--- src/rtl/cache_pkg.sv ---
// Shared types and field-width helpers for the read-only cache controller.
package cache_pkg;

    typedef enum logic [2:0] {
        IDLE,
        LOOKUP,
        MEM_REQ,
        MEM_WAIT,
        FILL,
        RESP
    } cache_state_e;

    function automatic int unsigned set_size(input int unsigned num_sets);
        return $clog2(num_sets);
    endfunction

    function automatic int unsigned off_size(input int unsigned block_size);
        return $clog2(block_size / 4);
    endfunction

    function automatic int unsigned way_size(input int unsigned num_ways);
        return $clog2(num_ways);
    endfunction

    function automatic int unsigned tag_size(input int unsigned addr_size,
                                             input int unsigned num_sets,
                                             input int unsigned block_size);
        return addr_size - set_size(num_sets) - off_size(block_size);
    endfunction

endpackage

--- src/rtl/cache_rr_table.sv ---
// Per-set round-robin victim pointers, advanced only on fills into full sets.
module cache_rr_table
    import cache_pkg::*;
#(
    parameter int unsigned NUM_SETS = 16,
    parameter int unsigned NUM_WAYS = 4
) (
    input  logic                            clk,
    input  logic                            rst,
    input  logic [set_size(NUM_SETS)-1:0]   rd_set,
    input  logic                            inc,
    output logic [way_size(NUM_WAYS)-1:0]   rr_ptr_c
);

    localparam int unsigned WayW = way_size(NUM_WAYS);

    logic [WayW-1:0] rr_q [NUM_SETS];
    logic [WayW-1:0] rr_d [NUM_SETS];

    // NUM_WAYS is a power of two, so natural overflow gives the modulo wrap
    always_comb begin
        rr_d = rr_q;
        if (inc) begin
            rr_d[rd_set] = WayW'(rr_q[rd_set] + WayW'(1));
        end
    end

    always_ff @(posedge clk or negedge rst) begin
        if (!rst) begin
            for (int s = 0; s < NUM_SETS; s++) begin
                rr_q[s] <= '0;
            end
        end else begin
            rr_q <= rr_d;
        end
    end

    assign rr_ptr_c = rr_q[rd_set];

endmodule

--- src/rtl/cache_controller.sv ---
// Read-only cache controller: lookup, victim select, memory fill, CPU response.
// Optional hit/miss counters are built when CACHE_STATS_EN is defined.
module cache_controller
    import cache_pkg::*;
#(
    parameter int unsigned ADDR_SIZE  = 32,
    parameter int unsigned NUM_SETS   = 16,
    parameter int unsigned NUM_WAYS   = 4,
    parameter int unsigned BLOCK_SIZE = 32
) (
    input  logic                                               clk,
    input  logic                                               rst,
    input  logic                                               cpu_req_valid,
    output logic                                               cpu_req_ready,
    input  logic [ADDR_SIZE-1:0]                               cpu_addr,
    output logic                                               cpu_resp_valid,
    output logic [BLOCK_SIZE-1:0]                              cpu_resp_data,
    output logic [set_size(NUM_SETS)-1:0]                      cache_set,
    output logic [tag_size(ADDR_SIZE,NUM_SETS,BLOCK_SIZE)-1:0] cache_tag,
    output logic                                               cache_write_enable,
    output logic [way_size(NUM_WAYS)-1:0]                      cache_write_way,
    output logic [BLOCK_SIZE-1:0]                              cache_write_data,
    input  logic [BLOCK_SIZE-1:0]                              cache_read_data,
    input  logic                                               cache_hit,
    input  logic [way_size(NUM_WAYS)-1:0]                      cache_populate_way,
    input  logic                                               cache_populated,
    output logic                                               mem_req_valid,
    input  logic                                               mem_req_ready,
    output logic [ADDR_SIZE-1:0]                               mem_addr,
    input  logic                                               mem_resp_valid,
    input  logic [BLOCK_SIZE-1:0]                              mem_resp_data
`ifdef CACHE_STATS_EN
    ,
    output logic [31:0]                                        stat_hits,
    output logic [31:0]                                        stat_misses
`endif
);

    localparam int unsigned SetSize = set_size(NUM_SETS);
    localparam int unsigned OffSize = off_size(BLOCK_SIZE);
    localparam int unsigned TagSize = tag_size(ADDR_SIZE, NUM_SETS, BLOCK_SIZE);
    localparam int unsigned WayW    = way_size(NUM_WAYS);
    localparam logic [ADDR_SIZE-1:0] OffMask = ADDR_SIZE'((64'd1 << OffSize) - 64'd1);

    cache_state_e           state_q, state_d;
    logic [ADDR_SIZE-1:0]   addr_q, addr_d;
    logic [WayW-1:0]        victim_q, victim_d;
    logic                   was_rr_q, was_rr_d;
    logic                   cpu_req_ready_q, cpu_req_ready_d;
    logic                   cpu_resp_valid_q, cpu_resp_valid_d;
    logic [BLOCK_SIZE-1:0]  cpu_resp_data_q, cpu_resp_data_d;
    logic                   mem_req_valid_q, mem_req_valid_d;
    logic [ADDR_SIZE-1:0]   mem_addr_q, mem_addr_d;
    logic                   wr_en_q, wr_en_d;
    logic [WayW-1:0]        wr_way_q, wr_way_d;
    logic [BLOCK_SIZE-1:0]  wr_data_q, wr_data_d;
    logic [WayW-1:0]        rr_ptr_c;
    logic                   rr_inc;

    assign cache_tag = addr_q[ADDR_SIZE-1 -: TagSize];
    assign cache_set = addr_q[OffSize +: SetSize];

    cache_rr_table #(
        .NUM_SETS (NUM_SETS),
        .NUM_WAYS (NUM_WAYS)
    ) u_rr_table (
        .clk      (clk),
        .rst      (rst),
        .rd_set   (cache_set),
        .inc      (rr_inc),
        .rr_ptr_c (rr_ptr_c)
    );

    // Next-state and registered-output computation
    always_comb begin
        state_d         = state_q;
        addr_d          = addr_q;
        victim_d        = victim_q;
        was_rr_d        = was_rr_q;
        cpu_resp_data_d = cpu_resp_data_q;
        mem_addr_d      = mem_addr_q;
        wr_way_d        = wr_way_q;
        wr_data_d       = wr_data_q;
        rr_inc          = 1'b0;

        case (state_q)
            IDLE: begin
                if (cpu_req_valid && cpu_req_ready_q) begin
                    addr_d  = cpu_addr;
                    state_d = LOOKUP;
                end
            end
            LOOKUP: begin
                if (cache_hit) begin
                    cpu_resp_data_d = cache_read_data;
                    state_d         = RESP;
                end else begin
                    victim_d   = cache_populated ? rr_ptr_c : cache_populate_way;
                    was_rr_d   = cache_populated;
                    mem_addr_d = addr_q & ~OffMask;
                    state_d    = MEM_REQ;
                end
            end
            MEM_REQ: begin
                if (mem_req_ready) begin
                    state_d = MEM_WAIT;
                end
            end
            MEM_WAIT: begin
                if (mem_resp_valid) begin
                    wr_data_d = mem_resp_data;
                    wr_way_d  = victim_q;
                    state_d   = FILL;
                end
            end
            FILL: begin
                cpu_resp_data_d = wr_data_q;
                rr_inc          = was_rr_q;
                state_d         = RESP;
            end
            RESP: begin
                state_d = IDLE;
            end
            default: begin
                state_d = IDLE;
            end
        endcase

        cpu_req_ready_d  = (state_d == IDLE);
        cpu_resp_valid_d = (state_d == RESP);
        mem_req_valid_d  = (state_d == MEM_REQ);
        wr_en_d          = (state_d == FILL);
    end

    always_ff @(posedge clk or negedge rst) begin
        if (!rst) begin
            state_q          <= IDLE;
            addr_q           <= '0;
            victim_q         <= '0;
            was_rr_q         <= 1'b0;
            cpu_req_ready_q  <= 1'b0;
            cpu_resp_valid_q <= 1'b0;
            cpu_resp_data_q  <= '0;
            mem_req_valid_q  <= 1'b0;
            mem_addr_q       <= '0;
            wr_en_q          <= 1'b0;
            wr_way_q         <= '0;
            wr_data_q        <= '0;
        end else begin
            state_q          <= state_d;
            addr_q           <= addr_d;
            victim_q         <= victim_d;
            was_rr_q         <= was_rr_d;
            cpu_req_ready_q  <= cpu_req_ready_d;
            cpu_resp_valid_q <= cpu_resp_valid_d;
            cpu_resp_data_q  <= cpu_resp_data_d;
            mem_req_valid_q  <= mem_req_valid_d;
            mem_addr_q       <= mem_addr_d;
            wr_en_q          <= wr_en_d;
            wr_way_q         <= wr_way_d;
            wr_data_q        <= wr_data_d;
        end
    end

    assign cpu_req_ready      = cpu_req_ready_q;
    assign cpu_resp_valid     = cpu_resp_valid_q;
    assign cpu_resp_data      = cpu_resp_data_q;
    assign mem_req_valid      = mem_req_valid_q;
    assign mem_addr           = mem_addr_q;
    assign cache_write_enable = wr_en_q;
    assign cache_write_way    = wr_way_q;
    assign cache_write_data   = wr_data_q;

`ifdef CACHE_STATS_EN
    logic [31:0] stat_hits_q, stat_hits_d;
    logic [31:0] stat_misses_q, stat_misses_d;

    // Saturating lookup counters
    always_comb begin
        stat_hits_d   = stat_hits_q;
        stat_misses_d = stat_misses_q;
        if (state_q == LOOKUP) begin
            if (cache_hit && (stat_hits_q != 32'hFFFF_FFFF)) begin
                stat_hits_d = stat_hits_q + 32'd1;
            end
            if (!cache_hit && (stat_misses_q != 32'hFFFF_FFFF)) begin
                stat_misses_d = stat_misses_q + 32'd1;
            end
        end
    end

    always_ff @(posedge clk or negedge rst) begin
        if (!rst) begin
            stat_hits_q   <= '0;
            stat_misses_q <= '0;
        end else begin
            stat_hits_q   <= stat_hits_d;
            stat_misses_q <= stat_misses_d;
        end
    end

    assign stat_hits   = stat_hits_q;
    assign stat_misses = stat_misses_q;
`endif

endmodule

--- config.mk ---
export PLATFORM = sky130hd
export DESIGN_NAME = cache_controller
export DESIGN_NICKNAME = d
export VERILOG_FILES = /design/src/rtl/cache_pkg.sv /design/src/rtl/cache_rr_table.sv /design/src/rtl/cache_controller.sv
export SDC_FILE = /design/constraint.sdc
export NUM_CORES = 1
export LEC_CHECK = 0
export CAP_MARGIN = 20
export CORE_MARGIN = 2
export CORE_UTILIZATION = 49
export CTS_CLUSTER_SIZE = 20
export DETAILED_ROUTE_END_ITERATION = 8
export PLACE_DENSITY = 0.9
export SLEW_MARGIN = 5
export SYNTH_ARGS = -nofsm -noshare
export SYNTH_HDL_FRONTEND = slang
export SYNTH_SLANG_ARGS = --single-unit
--- constraint.sdc ---
create_clock -name clk -period 3.57 [get_ports clk]
set_input_delay 0.357 -clock clk [delete_from_list [all_inputs] [get_ports clk]]
set_output_delay 0.357 -clock clk [all_outputs]
set_load 0.02 [all_outputs]
==> impl_metrics.csv <==
group,metric,value,unit
run_status,status,"complete, no violations",
sta,fin_ws,1140,ps
global_routing,grt_pass1_vias,5395,
layout,synthToLayoutAreaGrowth,43.7,%
routing,ant_nets,0,
clocking,post_cts_resized,0,
yosys,synthAdderAreaFrac,0,%
power,irDropWorstVdd,563,uV
yosys,syn_inst,549,
sta,skew,9.07,ps
yosys,synth_cell_types,33,
clocking,cts_made_buffers,17,
yosys,ys_ff_latch,166,
sta,tightest_slew,1010,ps
job,cap_violations,0,
placed_design,io_buffer_count,229,
yosys,async_reset_ff_share,100,%
yosys,yosys.area_share.simple,9.90,%
placed_design,place.gp.congestion,0.789,
power,comb_power_share,44.7,%
layout,finalNetCount,877,
layout,mostFrequentLayoutCell,"clkdlybuf4s50_1",
routing,firstDrtPassIters,6,
sta,period_share,67.9,%
sta,finalSetupViolations,0,
yosys,syn_area_per_cell,12.7,um2
sta,period_needed,2430,ps
yosys,synth_ff_type,"dfrtp_1",
sta,hold_violations,0,
sta,rsz0062_at_grt,"no",
power,p_switching,3.50,mW
die,core_area,0.0139,mm2
worst_setup_path,crit_path_start,"addr_q[4]",
worst_setup_path,crit_fanout,15,
yosys,yosysWarnings,0,
power,seqPwrFrac,36.4,%
global_routing,overflow,0,
worst_setup_path,arrival,2730,ps
routing,via_per_inst,5.27,
sta,fmaxAchievable,0.412,GHz
clocking,clk_pin_slew,60,ps
worst_setup_path,rrSetupSlack,1140,ps
die,dieArea,0.0151,mm2
worst_setup_path,endpoint_kind,"flip-flop",
power,p_per_area,926,mW/mm2
clocking,cts_buffer_depth,2,
placed_design,dp_hpwl,12.7,mm
routing,drc,0,
hold_path,min_path_type,"input port to async pin",
clocking,cts_setup_buffers,0,
die,die_x,123,um
global_routing,grt_max_degree,97,
clocking,clk_latency,420,ps
worst_setup_path,path_class,"flip-flop to flip-flop",
worst_setup_path,cp-endpoint,"u_rr_table.rr_q[13]",
worst_setup_path,cp.required,3870,ps
routing,wl_per_cell,18.6,um
yosys,yosys-top-cells-area,"dfrtp_1 60%, mux2_2 8.3%, mux2_1 7.5%",
yosys,synth_top_family_by_area,"multiplexers",
die,initial_core_util,50.1,%
layout,drive_above_1_share,13.9,%
yosys,synth_area,0.00695,mm2
placed_design,placed_cell_area,0.00940,mm2
yosys,synthXorXnorAreaFrac,0.468,%
layout,n_antenna_cell,0,
die,die_h,123,um
routing,routed_wl,18.0,mm
global_routing,grt_antenna_before_repair,0,
worst_setup_path,cp-start-kind,"flip-flop",
routing,vias,5089,
layout,layout_common_cells,"228 x clkdlybuf4s50_1, 166 x dfrtp_1, 104 x nand2_1, 51 x mux2_2, 46 x mux2_1",
die,io_pins,236,
sta,max-slew-margin-rel,32.6,%
layout,fillers,892,
worst_setup_path,ff2ff_path_depth,4,
sta,setup_tns,0,ps
sta,hold_ws,37.1,ps
clocking,cts_root_buffer,"clkbuf_16",
power,p_int,5.75,mW
yosys,synth_edf_count,0,
global_routing,grt_usage,24.0,%
global_routing,grt_pass1_wl,27.4,mm
clocking,htreeDepth,4,
power,p_total,9.25,mW
clocking,clock-sinks,166,
sta,slew_violations,0,
yosys,synth_top_area_share,59.8,%
power,power.leakage,4.39,nW
routing,drt_iter0_drc,251,
power,switching_share,37.8,%
layout,stdcell_area,0.00998,mm2
yosys,synth.mux.area_fraction,24.2,%
clocking,cts_tree,"done",
worst_setup_path,rr_endpoint,"u_rr_table.rr_q[13]",
placed_design,preCtsSetupSlack,1110,ps
yosys,ys_seq_area_share,59.8,%
clocking,hold_buffers,0,
worst_setup_path,reg2reg_from,"addr_q[4]",
power,power.share.clock,18.9,%
die,core.rowCount,43,
yosys,synth_compound_area_share,3.03,%
yosys,synth_area_leader_cell,"dfrtp_1",
==> metal layers <==
metal	vias to the layer above	part of all wire, %	global-route usage (%)
li1	2315	-	-
met5	-	0	0
met2	172	54	41.6
met3	42	5.6	7.20
met4	0	3.4	11.2
met1	2560	37	27.1
==> worst max-delay path, cell delays in order (launching register included) <==
cell     delay, ps
dfrtp_1        820
mux4_2         620
mux2i_4        330
xor2_2         210
mux2_1         320
==> power by group through the flow <==
stage	logic (mW)	registers, mW	clock network, mW
finish	4.13	3.37	1.75
global route	4.39	3.48	1.87
CTS	4.16	3.37	1.78
detailed placement	4.13	3.39	0
global placement	4.01	3.31	0
floorplan	1.48	3.99	0
==> cell type report <==
type | count | area (um2) | area share (%)
well taps | 180 | 225 | 2.26
clock buffers | 19 | 433 | 4.34
inverters | 3 | 11.3 | 0.113
repair buffers | 236 | 2370 | 23.7
multi-input cells | 348 | 2660 | 26.7
flip-flops and latches | 166 | 4150 | 41.6
clock inverters | 13 | 131 | 1.32
==> how the worst min path moves through the flow <==
stage,startpoint,to
4_1_cts,rst,cache_write_data[24]
5_1_grt,rst,cache_write_data[24]
3_3_place_gp,mem_addr[22],mem_addr[22]
2_1_floorplan,rst,addr_q[10]
6_report,rst,cpu_resp_data[17]
3_5_place_dp,mem_addr[14],mem_addr[14]
==> kinds of logic (layout without fill, tap and decap cells) <==
kind of cell,count (synthesis),after routing
flops,166,166
mux,141,141
buf+inv,37,271
other cells,1,3
xor+xnor,2,2
simple gates,161,161
compound gates,41,41
==> cells in the mapped netlist (2+ instances only) <==
cell type / count
and3_1: 2
nor3b_1: 2
o21ai_1: 2
mux2_1: 46
clkbuf_1: 20
and4b_1: 2
mux2i_1: 32
dfrtp_1: 166
a21oi_1: 34
nor2b_1: 4
inv_1: 3
buf_2: 9
nand2b_1: 2
nor3_1: 2
nand2_1: 104
mux2i_4: 4
mux4_2: 8
o21ai_0: 4
nor2_1: 34
buf_6: 2
buf_4: 3
nand3_1: 2
mux2_2: 51
xor2_2: 2
==> flip-flops by register name (all words and copies together), names as in the netlist <==
signal and flops:
cpu_resp_data 32, state_q 3, addr_q 29, mem_addr 29, was_rr_q 1, u_rr_table.rr_q 32
mem_req_valid 1, cpu_resp_valid 1, victim_q 2, cpu_req_ready 1, cache_write_data 32, cache_write_way 2
cache_write_enable 1
==> metrics by stage <==
stage,utilization [%],instances
floorplan,-,551
global placement,67.7,932
detailed placement,67.7,932
CTS,71.8,964
global route,71.9,965
finish,71.9,965
Power figures use the tool's default switching activity.
